==> config.mk <==
export PLATFORM = sky130hd
export DESIGN_NAME = uart_bus_slave
export DESIGN_NICKNAME = d
export VERILOG_FILES = /design/src/rtl/uart_bus_slave.sv
export SDC_FILE = /design/constraint.sdc
export NUM_CORES = 1
export LEC_CHECK = 0
export ABC_CLOCK_PERIOD_IN_PS = 4700
export CORE_MARGIN = 8
export CORE_UTILIZATION = 50
export CTS_CLUSTER_SIZE = 14
export DETAILED_ROUTE_END_ITERATION = 10
export PLACE_DENSITY = 0.68
export SETUP_SLACK_MARGIN = 0.5
export SYNTH_ARGS = -nofsm -noshare
export SYNTH_HDL_FRONTEND = slang
export SYNTH_SLANG_ARGS = --single-unit
==> constraint.sdc <==
create_clock -name clk -period 4.7 [get_ports clk]
set_input_delay 0.94 -clock clk [delete_from_list [all_inputs] [get_ports clk]]
set_output_delay 0.94 -clock clk [all_outputs]
set_load 0.02 [all_outputs]
==> src/rtl/uart_bus_slave.sv <==
// uart_bus_slave: memory-mapped 8N1 UART slave on the 16-bit CPU bus (TX FIFO, RX buffer, IRQ).
// Optional build macro UART_RX_FIFO_EN: RX buffer becomes a 2^RX_AW FIFO instead of a holding register.
module uart_bus_slave #(
    parameter int unsigned TX_AW   = 4,
    parameter int unsigned RX_AW   = 4,
    parameter logic [15:0] DIV_RST = 16'd433
) (
    input  logic        clk,
    input  logic        reset_n,
    input  logic [15:0] slave_write,
    output logic [15:0] slave_read,
    input  logic [7:0]  slave_addr,
    input  logic [1:0]  slave_ds,
    input  logic        slave_rw,
    output logic        slave_ack,
    output logic        uart_txd,
    input  logic        uart_rxd,
    output logic        irq
);
    localparam int unsigned TX_DEPTH = 1 << TX_AW;
    localparam int unsigned TX_CW    = TX_AW + 1;

    localparam logic [1:0] REG_DATA   = 2'd0;
    localparam logic [1:0] REG_STATUS = 2'd1;
    localparam logic [1:0] REG_DIV    = 2'd2;
    localparam logic [1:0] REG_CTRL   = 2'd3;

    typedef enum logic [1:0] {TX_IDLE, TX_START, TX_DATA, TX_STOP} tx_state_t;
    typedef enum logic [1:0] {RX_IDLE, RX_START, RX_DATA, RX_STOP} rx_state_t;

    logic        access, wr_en, rd_en;
    logic [1:0]  reg_sel;
    logic [15:0] div_reg;
    logic [1:0]  ctrl;
    logic        ferr, ovr, txovf;
    logic [7:0]  status;
    logic [15:0] rd_data;
    logic        unused_addr;

    assign reg_sel     = slave_addr[2:1];
    assign access      = (slave_ds != 2'b00) && !slave_ack;
    assign wr_en       = access && !slave_rw;
    assign rd_en       = access && slave_rw;
    assign unused_addr = ^{slave_addr[7:3], slave_addr[0]};

    // ---------------- TX FIFO ----------------
    logic [7:0]       tx_mem [TX_DEPTH];
    logic [TX_AW-1:0] tx_wptr, tx_rptr;
    logic [TX_CW-1:0] tx_count;
    logic             tx_empty, tx_full, tx_push_req, tx_push, tx_pop;

    assign tx_empty    = tx_count == '0;
    assign tx_full     = tx_count == TX_CW'(TX_DEPTH);
    assign tx_push_req = wr_en && (reg_sel == REG_DATA) && slave_ds[0];
    assign tx_push     = tx_push_req && (!tx_full || tx_pop);

    always_ff @(posedge clk) begin
        if (tx_push) tx_mem[tx_wptr] <= slave_write[7:0];
    end

    always_ff @(posedge clk) begin
        if (!reset_n) begin
            tx_wptr  <= '0;
            tx_rptr  <= '0;
            tx_count <= '0;
        end else begin
            if (tx_push) tx_wptr <= tx_wptr + TX_AW'(1);
            if (tx_pop)  tx_rptr <= tx_rptr + TX_AW'(1);
            case ({tx_push, tx_pop})
                2'b10:   tx_count <= tx_count + TX_CW'(1);
                2'b01:   tx_count <= tx_count - TX_CW'(1);
                default: ;
            endcase
        end
    end

    // ---------------- TX serialiser ----------------
    tx_state_t   tx_state, tx_state_n;
    logic [15:0] tx_cnt, tx_div;
    logic [7:0]  tx_shift;
    logic [2:0]  tx_bit;
    logic        tx_tick, tx_busy;

    assign tx_tick = tx_cnt == 16'd0;
    assign tx_busy = tx_state != TX_IDLE;

    always_ff @(posedge clk) begin
        if (!reset_n) tx_state <= TX_IDLE;
        else          tx_state <= tx_state_n;
    end

    always_comb begin
        tx_state_n = tx_state;
        tx_pop     = 1'b0;
        case (tx_state)
            TX_IDLE: begin
                if (!tx_empty) begin
                    tx_pop     = 1'b1;
                    tx_state_n = TX_START;
                end
            end
            TX_START: if (tx_tick) tx_state_n = TX_DATA;
            TX_DATA:  if (tx_tick && (tx_bit == 3'd7)) tx_state_n = TX_STOP;
            TX_STOP: begin
                if (tx_tick) begin
                    if (!tx_empty) begin
                        tx_pop     = 1'b1;
                        tx_state_n = TX_START;
                    end else begin
                        tx_state_n = TX_IDLE;
                    end
                end
            end
            default: tx_state_n = TX_IDLE;
        endcase
    end

    // Divisor is latched at frame start so mid-frame DIV writes cannot distort a frame.
    always_ff @(posedge clk) begin
        if (!reset_n) begin
            uart_txd <= 1'b1;
            tx_cnt   <= '0;
            tx_div   <= '0;
            tx_shift <= '0;
            tx_bit   <= '0;
        end else if (tx_pop) begin
            uart_txd <= 1'b0;
            tx_cnt   <= div_reg;
            tx_div   <= div_reg;
            tx_shift <= tx_mem[tx_rptr];
            tx_bit   <= '0;
        end else if (tx_busy) begin
            if (!tx_tick) begin
                tx_cnt <= tx_cnt - 16'd1;
            end else begin
                tx_cnt <= tx_div;
                case (tx_state)
                    TX_START: uart_txd <= tx_shift[0];
                    TX_DATA: begin
                        if (tx_bit == 3'd7) begin
                            uart_txd <= 1'b1;
                        end else begin
                            uart_txd <= tx_shift[1];
                            tx_shift <= {1'b0, tx_shift[7:1]};
                            tx_bit   <= tx_bit + 3'd1;
                        end
                    end
                    default: uart_txd <= 1'b1;
                endcase
            end
        end
    end

    // ---------------- RX deserialiser ----------------
    logic        rxd_meta, rxd_sync, rxd_prev, rx_fall;
    rx_state_t   rx_state, rx_state_n;
    logic [15:0] rx_cnt, rx_div;
    logic [7:0]  rx_shift;
    logic [2:0]  rx_bit;
    logic        rx_tick, rx_store, rx_ferr_set;

    assign rx_fall = rxd_prev && !rxd_sync;
    assign rx_tick = rx_cnt == 16'd0;

    always_ff @(posedge clk) begin
        if (!reset_n) begin
            rxd_meta <= 1'b1;
            rxd_sync <= 1'b1;
            rxd_prev <= 1'b1;
        end else begin
            rxd_meta <= uart_rxd;
            rxd_sync <= rxd_meta;
            rxd_prev <= rxd_sync;
        end
    end

    always_ff @(posedge clk) begin
        if (!reset_n) rx_state <= RX_IDLE;
        else          rx_state <= rx_state_n;
    end

    always_comb begin
        rx_state_n  = rx_state;
        rx_store    = 1'b0;
        rx_ferr_set = 1'b0;
        case (rx_state)
            RX_IDLE:  if (rx_fall) rx_state_n = RX_START;
            RX_START: if (rx_tick) rx_state_n = rxd_sync ? RX_IDLE : RX_DATA;
            RX_DATA:  if (rx_tick && (rx_bit == 3'd7)) rx_state_n = RX_STOP;
            RX_STOP: begin
                if (rx_tick) begin
                    rx_state_n  = RX_IDLE;
                    rx_store    = rxd_sync;
                    rx_ferr_set = !rxd_sync;
                end
            end
            default: rx_state_n = RX_IDLE;
        endcase
    end

    // First wait is shortened by the synchroniser/edge-detect latency so samples land mid-bit.
    always_ff @(posedge clk) begin
        if (!reset_n) begin
            rx_cnt   <= '0;
            rx_div   <= '0;
            rx_shift <= '0;
            rx_bit   <= '0;
        end else if (rx_state == RX_IDLE) begin
            if (rx_fall) begin
                rx_cnt <= (div_reg == 16'd0) ? 16'd0 : ((div_reg - 16'd1) >> 1);
                rx_div <= div_reg;
                rx_bit <= '0;
            end
        end else if (!rx_tick) begin
            rx_cnt <= rx_cnt - 16'd1;
        end else begin
            rx_cnt <= rx_div;
            if (rx_state == RX_DATA) begin
                rx_shift <= {rxd_sync, rx_shift[7:1]};
                rx_bit   <= rx_bit + 3'd1;
            end
        end
    end

    // ---------------- RX buffer ----------------
    logic       rx_ne, rx_full, rx_pop, rx_accept;
    logic [7:0] rx_head;

    assign rx_pop    = rd_en && (reg_sel == REG_DATA) && slave_ds[0] && rx_ne;
    assign rx_accept = rx_store && (!rx_full || rx_pop);

`ifdef UART_RX_FIFO_EN
    localparam int unsigned RX_DEPTH = 1 << RX_AW;
    localparam int unsigned RX_CW    = RX_AW + 1;

    logic [7:0]       rx_mem [RX_DEPTH];
    logic [RX_AW-1:0] rx_wptr, rx_rptr;
    logic [RX_CW-1:0] rx_count;

    assign rx_ne   = rx_count != '0;
    assign rx_full = rx_count == RX_CW'(RX_DEPTH);
    assign rx_head = rx_mem[rx_rptr];

    always_ff @(posedge clk) begin
        if (rx_accept) rx_mem[rx_wptr] <= rx_shift;
    end

    always_ff @(posedge clk) begin
        if (!reset_n) begin
            rx_wptr  <= '0;
            rx_rptr  <= '0;
            rx_count <= '0;
        end else begin
            if (rx_accept) rx_wptr <= rx_wptr + RX_AW'(1);
            if (rx_pop)    rx_rptr <= rx_rptr + RX_AW'(1);
            case ({rx_accept, rx_pop})
                2'b10:   rx_count <= rx_count + RX_CW'(1);
                2'b01:   rx_count <= rx_count - RX_CW'(1);
                default: ;
            endcase
        end
    end
`else
    localparam int unsigned RX_AW_UNUSED = RX_AW;

    logic [7:0] rx_hold;
    logic       rx_valid;

    assign rx_ne   = rx_valid;
    assign rx_full = rx_valid;
    assign rx_head = rx_hold;

    always_ff @(posedge clk) begin
        if (!reset_n) begin
            rx_hold  <= '0;
            rx_valid <= 1'b0;
        end else if (rx_accept) begin
            rx_hold  <= rx_shift;
            rx_valid <= 1'b1;
        end else if (rx_pop) begin
            rx_valid <= 1'b0;
        end
    end
`endif

    // ---------------- Registers and bus ----------------
    logic stat_rd;

    assign stat_rd = rd_en && (reg_sel == REG_STATUS);
    assign status  = {ferr, ovr, txovf, tx_busy, tx_full, tx_empty, rx_full, rx_ne};

    // Sticky flags: a new event in the same cycle as a STATUS read survives the clear.
    always_ff @(posedge clk) begin
        if (!reset_n) begin
            div_reg <= DIV_RST;
            ctrl    <= '0;
            ferr    <= 1'b0;
            ovr     <= 1'b0;
            txovf   <= 1'b0;
        end else begin
            if (wr_en && (reg_sel == REG_DIV)) begin
                if (slave_ds[1]) div_reg[15:8] <= slave_write[15:8];
                if (slave_ds[0]) div_reg[7:0]  <= slave_write[7:0];
            end
            if (wr_en && (reg_sel == REG_CTRL) && slave_ds[0]) ctrl <= slave_write[1:0];
            ferr  <= (ferr  && !stat_rd) || rx_ferr_set;
            ovr   <= (ovr   && !stat_rd) || (rx_store && !rx_accept);
            txovf <= (txovf && !stat_rd) || (tx_push_req && !tx_push);
        end
    end

    always_comb begin
        rd_data = 16'h0000;
        case (reg_sel)
            REG_DATA:   rd_data = {8'h00, rx_ne ? rx_head : 8'h00};
            REG_STATUS: rd_data = {8'h00, status};
            REG_DIV:    rd_data = div_reg;
            REG_CTRL:   rd_data = {14'h0000, ctrl};
            default:    ;
        endcase
    end

    always_ff @(posedge clk) begin
        if (!reset_n) begin
            slave_ack  <= 1'b0;
            slave_read <= '0;
            irq        <= 1'b0;
        end else begin
            slave_ack <= slave_ds != 2'b00;
            if (access) slave_read <= slave_rw ? rd_data : 16'h0000;
            irq <= (rx_ne && ctrl[0]) || (tx_empty && ctrl[1]);
        end
    end

endmodule

# == After elaboration in Yosys (flattened, before gate mapping) ==
# Memory sizes are Yosys's and may differ from the RTL's. A register that Yosys moved wholly into a read port is not among the register bits.
# Cells that the tools add are included.
# op_classes
addsub,9
eq_ne,23
n_mux,50
bitwise,3
reduce_logical,65
# ops
cell,n
$mux 16,7
$pmux 16 s4,1
$logic_not 16->1,3
$mux 8,6
$sub 16x1->16 const B,3
$logic_and 1x1->1,24
$mux 2,9
$ne 2x2->1 const B,9
$reduce_bool 2->1,9
$pmux 2 s4,2
$reduce_and 4->1,4
$mux 1,15
$mux 15,1
$eq 2x2->1 const B,7
$mux 3,4
$pmux 5 s2,1
$add 4x1->4 const B,2
$eq 2x1->1 const B,4
$logic_not 1->1,8
$mux 4,2
$reduce_and 2->1,4
$add 3x1->3 const B,2
$eq 3x3->1 const B,2
$logic_not 2->1,3
other kinds (9),18
# word_totals
reg_bits,155
mem_bits_rw,128
inputBits,30
output_inout_bits,19
wordCells,179
memories,1
# mem_list
memory,depth,width,read_ports,rd_clocked_by_memory_dff,wr,line,source
tx_mem,16,8,1,1,1,47,logic [7:0] tx_mem [TX_DEPTH];

# == Depth between registers and ports, before layout ==
# Gate-level depths: netlist of the first run.
# depth
word_depth,11
depth_mapped,15
mapped_depth_nobuf,13

# == Worst setup path after synthesis of the first run ==
# No wires, ideal clock.
# synth_timing
path_type,reg2reg
start,register tx_state[0]
end,"memory tx_mem[0][0], enable pin"
setup_time_ns,0.383
arrival_ns,2.543
t_required_ns,4.317
path_slack_ns,1.774
stages_incl_launch_ff,11
n_path_buf,2
period_less_slack_ns,2.926
path_cell_list,dfxtp_1 inv_1 ha_1 clkbuf_1 clkinv_1 o31ai_1 nand3_1 buf_2 a31oi_4 nand2_1 nor3_1
# synth_between
elab_chain_cells,6
elab_cells_between_ends,7
cone_classes,eq/ne (1); mux (3); reduce/logical (3)
# synth_lines
element,line,source
"start, declared",78,"tx_state_t tx_state, tx_state_n;"
"start signal, assigned",89,else tx_state <= tx_state_n;
$eq 2x2->1 / $logic_not 2->1 (equally long branches),95,case (tx_state)
$pmux 1 s2 *,95,
$logic_or 1x1->1 *,55,assign tx_push = tx_push_req && (!tx_full || tx_pop);
$logic_and 1x1->1 *,55,
$mux 1 *,58,if (tx_push) tx_mem[tx_wptr] <= slave_write[7:0];
$mux 1 (implied by the code) *,58,
"end, declared",47,
# Every way passes the cells marked *; elsewhere a longest branch is shown, timed or not.

# == Worst setup path in the final report of the first run ==
# layout_timing
start,register tx_state[0]
end,"memory tx_mem[12][1], enable pin"
# Same word-level chain as after synthesis.

==> reports/metrics.csv, run 1 <==
stage,metric,value,unit
floorplanning,coreArea,0.0249,mm^2
global_routing,track_usage,18.9,%
global_routing,grt_pass1_wl,46.7,mm
pwr,powerDensity,519,mW/mm^2
drt,ant_nets,0,
sta,slew_viol_final,0,
clock_tree,cts_max_level,1,
final_layout,drive_above_1_share,9.48,%
logic_synthesis,ys_ff_latch,287,
clock_tree,cts_tree,done,
setup_path,endpoint_kind,register,
setup_path,reg2reg_from,tx_state[0]$_SDFFE_PN0P_,
sta,max_freq,291,MHz
final_layout,largest_reg_flops,128,
final_layout,final_nets,1233,
setup_path,worstPathArrival,3.62,ns
sta,hold_viol,0,
final_layout,nFillCells,2089,
sta,finalCritPeriodShare,73.0,%
final_layout,area_growth,13.7,%
logic_synthesis,synth.distinct_cells,73,
setup_path,crit_end,tx_mem[12][1]$_DFFE_PP_,
clock_tree,post_cts_buffers,0,
pwr,power,7.37,mW
worst_hold_path,hold_class,reg -> reg,
clock_tree,cts_resized,0,
logic_synthesis,synth_warnings,0,
sta,rsz0062_at_grt,false,
run,cap_violations,0,
pwr,leakagePower,4.88,nW
clock_tree,clock_sinks,287,
floorplanning,die_area,0.0303,mm^2
sta,clock_skew,0.0117,ns
setup_path,setup.worst_path.start_class,register,
pwr,ir_worst_vdd,376,uV
setup_path,path_max_fanout,18,
drt,drt_first_pass_iters,5,
status,status,completed,
final_layout,final_common_cell,nand2_1,
placement,place.port_buffers,42,
drt,avgViaCountPerCell,5.81,
drt,routedWlPerCell,19.0,um
clock_tree,cts_made_buffers,29,
setup_path,slowest_stage,nor2_1,
clock_tree,path_clk_slew,0.06,ns
setup_path,worstSetupStartpoint,tx_state[0]$_SDFFE_PN0P_,
drt,vias,8906,
logic_synthesis,synth_fp_nets,1206,
setup_path,worst-setup-path-type,reg -> reg,
logic_synthesis,async_flop_share,0,%
sta,relSlewSlack,28.7,%
final_layout,n_antenna_cell,0,
floorplanning,fp-row-count,58,
placement,dp_hpwl,19.5,mm
clock_tree,hold_buffers,0,
floorplanning,ios,49,
sta,setup_viol,0,
logic_synthesis,ys.flop_type,dfxtp_1,
setup_path,regToRegEndpoint,tx_mem[12][1]$_DFFE_PP_,
floorplanning,die_w,174,um
setup_path,reg2reg_depth,8,
final_layout,layout_common_cells,"163 x nand2_1, 158 x dfxtp_1, 128 x edfxtp_1, 111 x nor2_1, 100 x a21oi_1",
placement,place.gp.congestion,0.875,
logic_synthesis,synthCells,1153,
setup_path,r2r_setup_slack,1.27,ns
logic_synthesis,synth_area,0.0125,mm^2
drt,route.detailed.drc,0,
global_routing,grt_pass1_vias,8621,
floorplanning,chipHeight,174,um
setup_path,slowest_delay,0.67,ns
clock_tree,root_buffer,clkbuf_16,
setup_path,crit_chain,inv_1 -> ha_1 -> clkinv_1 -> o31ai_1 -> nand3_1 -> a31oi_4 -> nand2_1 -> nor2_1,
sta,post-route-min-period,3.43,ns
worst_hold_path,worstHoldStart,rxd_meta$_SDFF_PN1_,
drt,drt_first_iter_violations,636,
clock_tree,clk_latency,0.57,ns
global_routing,grt_max_degree,46,
drt,drt_wl_total,29.1,mm
setup_path,required,4.89,ns
floorplanning,initial_core_util,50.2,%
sta,holdWs,0.417,ns
sta,tightest_slew,1.07,ns
clock_tree,ctsLongestPathBuffers,3,
final_layout,top_register,tx_mem,
logic_synthesis,syn_avg_cell_area,10.8,um^2
logic_synthesis,ys_seq_area_share,56.2,%
sta,tns,0,ns
global_routing,gr-total-overflow,0,
logic_synthesis,synth_edf_count,128,
global_routing,antenna_found_initial,0,
critical path: cells and delay by family (launching register included):
| family | cells | cell delay [ns] |
|---|---|---|
| simple gates | 3 | 1.15 |
| buf+inv | 2 | 0.38 |
| flops | 1 | 0.33 |
| compound gates | 2 | 0.57 |
| fa+ha+maj | 1 | 0.64 |
worst min path at each step:
stage | to | slack [ns] | cells after the start
2_1_floorplan | rxd_sync$_SDFF_PN1_ | 0.39 | 1
3_3_place_gp | rxd_sync$_SDFF_PN1_ | 0.39 | 1
3_5_place_dp | rxd_sync$_SDFF_PN1_ | 0.41 | 1
4_1_cts | rxd_sync$_SDFF_PN1_ | 0.43 | 1
5_1_grt | rxd_sync$_SDFF_PN1_ | 0.43 | 1
6_report | rxd_sync$_SDFF_PN1_ | 0.42 | 1
cell type report:
cell class              count  area (um^2)  share of cell area, %
multi-input cells         782         5150                   36.2
repair buffers             58          536                   3.77
flip-flops and latches    287         7030                   49.4
clock inverters            18          231                   1.63
clock buffers              36          772                   5.43
inverters                  22         83.8                  0.590
well taps                 330          413                   2.91
Yosys cell counts (all sizes together), types with 13 or more instances:
master  number  area [um^2]
dfxtp      159         3180
a211oi      23          173
buf         14         65.1
a22oi       13         97.6
o21ai       32          160
nor2       112          423
edfxtp     128         3840
clkbuf      48          180
inv         21         78.8
nand3       30          150
mux4        33          743
ha          22          275
a21oi      100          500
nor3        29          156
mux2i       34          340
nand2      164          618
cells by family after synthesis:
kind of cell / count (synthesis) / synth area share, %
simple gates: 419 / 15.6
flops: 287 / 56.2
compound gates: 249 / 12.9
buf+inv: 84 / 2.62
mux: 68 / 8.76
xor+xnor: 23 / 1.61
fa+ha+maj: 23 / 2.36
layer usage:
layer / wire length (um) / global-route usage, % / share of wire [%] / vias up
met5: 0 / 0 / 0 / -
met4: 740 / 5.70 / 2.5 / 0
met3: 1480 / 3.04 / 5.1 / 55
met2: 13800 / 31.4 / 48 / 236
met1: 13000 / 24.9 / 45 / 4296
li1: - / - / - / 4319
through the flow:
step	instance area (um^2)	worst slack [ns]	util, %	cells
5_1_grt	14200	1.04	57.1	1533
6_report	14200	1.27	57.1	1533
4_1_cts	14200	1.28	57.1	1533
3_3_place_gp	13200	1.10	53.1	1479
2_1_floorplan	12500	1.77	-	1153
3_5_place_dp	13200	1.06	53.1	1479
power by group:
group	switching, mW	total, mW	internal [mW]
logic	1.27	2.01	0.748
clock network	0.973	2.42	1.44
registers	0.182	2.94	2.76
Note: power is estimated with default switching activity, not from simulation.
==> run 2, diff against run 1 <==
--- a/config.mk
+++ b/config.mk
@@ -5,7 +5,7 @@
 export SDC_FILE = /design/constraint.sdc
 export NUM_CORES = 1
 export LEC_CHECK = 0
-export ABC_CLOCK_PERIOD_IN_PS = 4700
+export ABC_CLOCK_PERIOD_IN_PS = 3420
 export CORE_MARGIN = 8
 export CORE_UTILIZATION = 50
 export CTS_CLUSTER_SIZE = 14
==> constraint.sdc (replaced) <==
create_clock -name clk -period 3.42 [get_ports clk]
set_input_delay 0.684 -clock clk [delete_from_list [all_inputs] [get_ports clk]]
set_output_delay 0.684 -clock clk [all_outputs]
set_load 0.02 [all_outputs]
==> run 2 against run 1 <==
  * Global-route usage up 0.18 points
  * Wire length up 2.2%
  * Design area up 2.0%
  * Fmax up 23%
  * Setup slack worse by 0.63 ns
  * Via count up 1.7%
  * Clock skew up 0.030 ns
  * Sequential power up 37%
  * Flip-flop and latch count unchanged
  * Worst hold slack worse by 0.0087 ns
  * First-iteration DRC count down 13%
  * Largest cell class unchanged
==> reports/metrics.csv, run 2 (synthesized netlist as in run 1, its figures left out) <==
stage,metric,value,unit
global_routing,antenna_found_initial,0,
setup_path,path_max_fanout,5,
drt,drt_first_iter_violations,553,
setup_path,worst-setup-path-type,reg -> reg,
final_layout,largest_reg_flops,128,
floorplanning,die_w,174,um
sta,clock_skew,0.0421,ns
sta,post-route-min-period,2.78,ns
sta,max_freq,360,MHz
setup_path,reg2reg_depth,11,
setup_path,crit_chain,or4_4 -> o31ai_4 -> and3_4 -> nand2_1 -> inv_2 -> ha_1 -> nor2b_2 -> o21ai_0 -> nand2b_1 -> mux2i_1 -> mux2i_1,
setup_path,worstPathArrival,3.29,ns
setup_path,slowest_delay,0.58,ns
floorplanning,coreArea,0.0249,mm^2
drt,route.detailed.drc,0,
drt,drt_first_pass_iters,5,
floorplanning,fp-row-count,58,
setup_path,worstSetupStartpoint,tx_cnt[8]$_SDFFE_PN0P_,
sta,tns,0,ns
global_routing,grt_pass1_vias,8580,
final_layout,final_nets,1262,
drt,ant_nets,0,
floorplanning,initial_core_util,50.2,%
setup_path,endpoint_kind,register,
clock_tree,path_clk_slew,0.06,ns
global_routing,gr-total-overflow,0,
setup_path,crit_buf_inv,1,
global_routing,grt_pass1_wl,47.1,mm
sta,hold_viol,0,
final_layout,layout_common_cells,"163 x nand2_1, 158 x dfxtp_1, 128 x edfxtp_1, 111 x nor2_1, 99 x a21oi_1",
sta,relSlewSlack,44.8,%
floorplanning,die_area,0.0303,mm^2
drt,vias,9058,
run,cap_violations,0,
clock_tree,hold_buffers,0,
placement,dp_hpwl,19.9,mm
clock_tree,clock_sinks,287,
final_layout,n_antenna_cell,0,
final_layout,final_common_cell,nand2_1,
sta,finalCritPeriodShare,81.3,%
final_layout,drive_above_1_share,12.2,%
clock_tree,ctsLongestPathBuffers,3,
final_layout,nFillCells,2076,
sta,slew_viol_final,0,
pwr,powerDensity,710,mW/mm^2
global_routing,track_usage,19.0,%
sta,tightest_slew,0.826,ns
placement,place.gp.congestion,0.858,
pwr,ir_worst_vdd,614,uV
global_routing,grt_max_degree,44,
setup_path,worst-path-stages,11,
final_layout,final_cells,1562,
drt,avgViaCountPerCell,5.80,
final_layout,utilization,58.2,%
pwr,leakagePower,5.02,nW
setup_path,cp_top_family,simple AND/OR/NAND/NOR gates,
final_layout,top_register,tx_mem,
status,status,completed,
setup_path,crit_end,tx_count[4]$_SDFFE_PN0P_,
setup_path,required,3.92,ns
final_layout,area_growth,15.9,%
setup_path,path_common_cell,mux2i_1,
clock_tree,cts_tree,done,
sta,rsz0062_at_grt,false,
placement,place.port_buffers,42,
drt,drt_wl_total,29.7,mm
setup_path,slowest_stage,or4_4,
clock_tree,cts_max_level,1,
floorplanning,chipHeight,174,um
sta,setup_viol,0,
setup_path,reg2reg_from,tx_cnt[8]$_SDFFE_PN0P_,
placement,dp.cells,1506,
clock_tree,clk_latency,0.58,ns
clock_tree,cts_made_buffers,30,
setup_path,regToRegEndpoint,tx_count[4]$_SDFFE_PN0P_,
setup_path,r2r_setup_slack,0.64,ns
clock_tree,root_buffer,clkbuf_16,
floorplanning,ios,49,
worst_hold_path,hold_depth,1,
setup_path,setup.worst_path.start_class,register,
worst_hold_path,hold_class,reg -> reg,
drt,routedWlPerCell,19.0,um
## run 2: metrics by stage
step | power [mW] | setup slack, ns | area [um^2] | hold slack (ns)
4_1_cts | 10.2 | 0.520 | 14500 | 0.411
2_1_floorplan | 6.13 | 0.495 | 12500 | 0.386
3_3_place_gp | 6.87 | 0.243 | 13400 | 0.391
6_report | 10.3 | 0.639 | 14500 | 0.409
5_1_grt | 10.8 | 0.504 | 14500 | 0.437
3_5_place_dp | 6.92 | 0.175 | 13400 | 0.397
## run 2: power breakdown
part           internal [mW]  switching [mW]
clock network           1.98            1.33
logic                   1.13            1.81
registers               3.80           0.237
total                   6.91            3.38
## run 2: how the worst min path moves through the flow
stage	startpoint	endpoint
2_1_floorplan	rxd_meta$_SDFF_PN1_	rxd_sync$_SDFF_PN1_
3_3_place_gp	rxd_meta$_SDFF_PN1_	rxd_sync$_SDFF_PN1_
3_5_place_dp	rxd_meta$_SDFF_PN1_	rxd_sync$_SDFF_PN1_
4_1_cts	rxd_meta$_SDFF_PN1_	rxd_sync$_SDFF_PN1_
5_1_grt	rxd_meta$_SDFF_PN1_	rxd_sync$_SDFF_PN1_
6_report	rxd_meta$_SDFF_PN1_	rxd_sync$_SDFF_PN1_
## run 2: final cells by class
class | instances | area, um^2 | area share [%]
Inverter | 22 | 83.8 | 0.578
Timing Repair Buffer | 86 | 758 | 5.23
Clock buffer | 34 | 766 | 5.28
Tap cell | 330 | 413 | 2.85
Sequential cell | 287 | 7030 | 48.5
Multi-Input combinational cell | 782 | 5190 | 35.8
Clock inverter | 21 | 249 | 1.72
## run 2: per-layer routing
metal / routed length, um / up-vias / part of all wire, % / global-route usage (%)
met1: 13600 / 4426 / 46 / 25.9
li1: - / 4387 / - / -
met5: 0 / - / 0 / 0
met4: 658 / 0 / 2.2 / 4.60
met3: 1240 / 40 / 4.2 / 2.60
met2: 14200 / 205 / 48 / 31.7
## run 2: repair_timing
| action | in CTS | in global routing |
|---|---|---|
| buffers inserted | 0 | 1 |
| resized for setup | 2 | 8 |
| pin swaps | 0 | 4 |
| cloned | 0 | 0 |
| endpoints found under the setup margin | 14 | 24 |
